`config.mk`:
```
export PLATFORM = sky130hd
export DESIGN_NAME = conn40_capture
export DESIGN_NICKNAME = d
export VERILOG_FILES = /design/src/rtl/conn40_capture.sv
export SDC_FILE = /design/constraint.sdc
export NUM_CORES = 1
export LEC_CHECK = 0
export ABC_AREA = 1
export CAP_MARGIN = 20
export CORE_ASPECT_RATIO = 1.75
export CORE_MARGIN = 4
export CORE_UTILIZATION = 45
export CTS_CLUSTER_DIAMETER = 200
export CTS_CLUSTER_SIZE = 16
export DETAILED_ROUTE_END_ITERATION = 10
export GPL_TIMING_DRIVEN = 0
export PLACE_DENSITY = 0.65
export SYNTH_ARGS = -nofsm -noshare
export SYNTH_HDL_FRONTEND = slang
export SYNTH_SLANG_ARGS = --single-unit
export TNS_END_PERCENT = 100
```
`constraint.sdc`:
```
create_clock -name CLK -period 5.7 [get_ports CLK]
set_input_delay 1.71 -clock CLK [delete_from_list [all_inputs] [get_ports CLK]]
set_output_delay 1.71 -clock CLK [all_outputs]
set_load 0.005 [all_outputs]
```
`src/rtl/conn40_capture.sv`:
```
// 40-pin connector receive side: 2-flop sync, whole-bus filter, timestamped FWFT event FIFO.
// Optional CONN40_MASK_EN adds MASK: masked-only changes update STATE without an event.
module conn40_capture #(
  parameter int FILT  = 4,
  parameter int DEPTH = 4,
  parameter int TS_W  = 16
) (
`ifdef CONN40_MASK_EN
  input  logic [40:1]     MASK,
`endif
  input  logic            CLK,
  input  logic            RESET,
  input  logic [40:1]     PIN_IN,
  output logic [40:1]     STATE,
  output logic [40:1]     EVT_DATA,
  output logic [TS_W-1:0] EVT_TIME,
  output logic            EVT_VALID,
  input  logic            EVT_READY,
  output logic            OVERFLOW,
  input  logic            CLR_OVF
);

  localparam int AW = (DEPTH > 1) ? $clog2(DEPTH) : 1;
  localparam int DW = 40 + TS_W;

  logic [40:1]     r_s1;
  logic [40:1]     r_s2;
  logic [40:1]     r_state;
  logic [3:0]      r_cnt;
  logic [TS_W-1:0] r_ts;
  logic [DW-1:0]   r_mem [DEPTH];
  logic [AW-1:0]   r_wp;
  logic [AW-1:0]   r_rp;
  logic [AW:0]     r_num;
  logic            r_ovf;

  logic w_chg;
  logic w_hit;
  logic w_evt;
  logic w_pop;
  logic w_full;
  logic w_drop;
  logic w_push;

  // The run restarts on the edge a new value enters S2, so CNT counts
  // cycles that S2 has already held its current value.
  assign w_chg = (r_s1 != r_s2);
  assign w_hit = (r_cnt == 4'(FILT - 1)) && (r_s2 != r_state);

`ifdef CONN40_MASK_EN
  assign w_evt = w_hit && (((r_s2 ^ r_state) & ~MASK) != '0);
`else
  assign w_evt = w_hit;
`endif

  assign w_pop  = (r_num != '0) && EVT_READY;
  assign w_full = (r_num == (AW+1)'(DEPTH));
  assign w_drop = w_evt && w_full && !w_pop;
  assign w_push = w_evt && !w_drop;

  always_ff @(posedge CLK) begin
    if (RESET) begin
      r_s1    <= '0;
      r_s2    <= '0;
      r_state <= '0;
      r_cnt   <= '0;
      r_ts    <= '0;
    end else begin
      r_s1 <= PIN_IN;
      r_s2 <= r_s1;
      r_ts <= r_ts + 1'b1;
      if (w_chg)
        r_cnt <= '0;
      else if (r_cnt != 4'(FILT))
        r_cnt <= r_cnt + 4'd1;
      if (w_hit)
        r_state <= r_s2;
    end
  end

  always_ff @(posedge CLK) begin
    if (RESET) begin
      r_wp  <= '0;
      r_rp  <= '0;
      r_num <= '0;
      r_ovf <= 1'b0;
    end else begin
      if (w_push)
        r_wp <= (r_wp == AW'(DEPTH - 1)) ? '0 : r_wp + 1'b1;
      if (w_pop)
        r_rp <= (r_rp == AW'(DEPTH - 1)) ? '0 : r_rp + 1'b1;
      case ({w_push, w_pop})
        2'b10:   r_num <= r_num + 1'b1;
        2'b01:   r_num <= r_num - 1'b1;
        default: r_num <= r_num;
      endcase
      if (w_drop)
        r_ovf <= 1'b1;
      else if (CLR_OVF)
        r_ovf <= 1'b0;
    end
  end

  always_ff @(posedge CLK) begin
    if (!RESET && w_push)
      r_mem[r_wp] <= {r_s2, r_ts};
  end

  assign STATE     = r_state;
  assign EVT_DATA  = r_mem[r_rp][DW-1:TS_W];
  assign EVT_TIME  = r_mem[r_rp][TS_W-1:0];
  assign EVT_VALID = (r_num != '0);
  assign OVERFLOW  = r_ovf;

endmodule

```
==> flow_summary.ini <==
[power_and_ir_drop]
p_sw_mw = 1.99
intPower_mw = 4.61
pwr-share-comb_pct = 28.3
p_leak_nw = 6.66
vdd_ir_drop_max_uv = 187
power.density_mw_per_mm2 = 374
seq_power_share_pct = 44.9
pwr-share-clk_pct = 26.7
sw_frac_of_total_pct = 30.2

[logic_synthesis]
muxShareOfSynthArea_pct = 0
avgSynthCellArea_sq_um = 9.96
syn_area_sq_mm = 0.0148
async_flop_share_pct = 0
synth_edf_count = 224
synthXorXnorAreaFrac_pct = 1.78
yosysSeqAreaShare_pct = 65.9
synth_compound_area_share_pct = 10.7
synth_flop_cell = edfxtp_1
ys_types = 37
synth-simple-area-share_pct = 14.2
syn_nets = 1536
synthAdderAreaFrac_pct = 0.813
synth_top_family_by_area = simple AND/OR/NAND/NOR gates
syn-instance-count = 1483
synth_seq_cells = 374
yosysWarnings = 0

[sta]
hold_violations = 0
slew_viol_final = 0
maxSlewHeadroom_pct = 40.5
setup_ws_ns = 0.742
worstMarginPinSlew_ns = 0.892
min_period_over_period_pct = 87.0
fin_crit_ns = 4.96
rsz0062_at_grt = no
setup_violations = 0
finClkSkew_ns = 0.0196
fmax_ghz = 0.202

[flow_run]
max_cap_violations = 0

[clocking]
cts_root_buffer = clkbuf_16
postCtsHoldBufs = 0
cts-buffers-inserted = 27
cts_tree = done
worstSkewPairLatency_ns = 0.56
cts.path.max_buffers = 3
cts_setup_buffers = 0
htree_levels = 1
cts_sinks = 374
cts_resized = 0
path_clk_slew_ns = 0.07

[drt]
post_drt_via_cell_ratio = 5.21
drc = 0
drt-initial-drc-count = 582
via_count = 10826
wl_per_cell_um = 19.1
dr.pass1.iters = 5
routed_wl_um = 39600
antenna_left = 0

[worst_setup_path]
arrival_ns = 3.25
setup.worst_path.end_class = primary output
startpoint_type = flip-flop
rrSetupSlack_ns = 2.12
r2r_start = r_s2[32]$_SDFF_PP0_
path_class = flip-flop to primary output
path_max_fanout = 10
ff2ff_path_depth = 14
required_ns = 3.99

[layout]
syn_to_final_growth_pct = 19.4
diodes = 0
final_nets = 1713
fin_util_pct = 54.5
mostFrequentLayoutCell = nor2_1
fillers = 2826
drive_above_1_share_pct = 3.70
final_cell_mix = nor2_1 (256), edfxtp_1 (224), nand2_1 (207)

[hold_path]
hp-class = flip-flop to flip-flop
hold_path_depth = 2
hold_start = r_s1[29]$_SDFF_PP0_

[grt]
met3_usage_pct = 2.54
grt_first_pass_wirelength_um = 59300
grt.busiest_layer = met2
grt_pass1_vias = 10682
use_met2_pct = 41.3
antenna_found_initial = 0
grt_overflow = 0
gr-usage-all-layers_pct = 21.4
grt_start_max_net_pins = 27
met1_usage_pct = 21.9

[floorplanning]
initial_utilization_pct = 45.7
fp.coreArea_sq_mm = 0.0323
ios = 142
die_y_um = 248
die-area_sq_mm = 0.0359
rows = 87
die_w_um = 145

[placement]
place.port_buffers = 140
hpwl_um = 29200
post-place-ws_ns = 1.29
gp_congestion = 0.937

[outcome]
outcome = finished, final reports clean
worst max-delay path, cell delays in order, from the launching register on:
cell,delay [ns]
dfxtp_1,0.36
buf_2,0.22
inv_1,0.13
clkbuf_1,0.43
clkbuf_1,0.56
o21ai_0,0.18
o22ai_1,0.25
clkdlybuf4s50_1,0.56
path summary, 6_finish.rpt:
path                             to
max                    EVT_DATA[16]
min             r_s2[29]$_SDFF_PP0_
min reg2reg     r_s2[29]$_SDFF_PP0_
max reg2reg  r_mem[2][37]$_DFFE_PP_
state kept, by name, indices dropped and copies added (netlist names), named ones only:
name,flops
r_mem,224
r_rp,2
STATE,40
r_wp,2
r_s2,40
r_num,3
OVERFLOW,1
r_cnt,4
r_ts,16
r_s1,40
layout make-up:
type                            count  area, sq um  share of cell area [%]
Buffer                             61          267                    1.51
Tap cell                          400          500                    2.84
Timing Repair Buffer              148         1580                    8.94
Inverter                          190          713                    4.04
Multi-Input combinational cell    858         4090                    23.2
Clock inverter                      1         11.3                  0.0639
Sequential cell                   374         9730                    55.2
Clock buffer                       45          743                    4.21
stage by stage:
step | hold WS, ns | instance area (sq um) | std cells | TNS, ns | power, mW
2_1_floorplan | 0.413 | 14800 | 1483 | 0 | 3.87
3_3_place_gp | 0.422 | 16700 | 2023 | -432.53 | 4.89
3_5_place_dp | 0.426 | 16900 | 2031 | 0 | 4.92
4_1_cts | 0.428 | 17600 | 2077 | 0 | 6.66
5_1_grt | 0.448 | 17600 | 2077 | 0 | 6.92
6_report | 0.431 | 17600 | 2077 | 0 | 6.60
kinds of logic after synthesis:
| family | Yosys count |
|---|---|
| AOI/OAI and AO/OA | 297 |
| xor gates and xnor gates | 30 |
| adders and majority gates | 9 |
| buffers and inverters | 251 |
| DFF | 374 |
| and+or+nand+nor | 522 |
layer usage:
layer / wire length (um) / part of all wire [%]
met1: 14100 / 35
met2: 21200 / 54
met3: 1750 / 4.4
met4: 2590 / 6.5
met5: 0 / 0
cells in the mapped netlist, drive strengths merged, types with 6 or more instances:
master | number | area (sq um)
buf | 13 | 86.3
edfxtp | 224 | 6730
nor3 | 9 | 55.1
o21ai | 175 | 876
nand4 | 8 | 50.1
nand3 | 16 | 90.1
nor2 | 261 | 982
o22ai | 64 | 400
nand2 | 209 | 795
ha | 8 | 100
xor2 | 13 | 114
a21oi | 55 | 275
xnor2 | 17 | 149
dfxtp | 150 | 3000
nor4 | 6 | 37.5
clkbuf | 48 | 180
inv | 186 | 698
power by group through the flow:
stage               Clock [mW]  Combinational, mW  Sequential [mW]
finish                    1.76               1.87             2.97
global route              1.89               2.06             2.97
CTS                       1.79               1.90             2.96
detailed placement           0               1.90             3.02
global placement             0               1.87             3.02
floorplan                    0              0.870             3.00
Note: power is estimated with default switching activity, not from simulation.
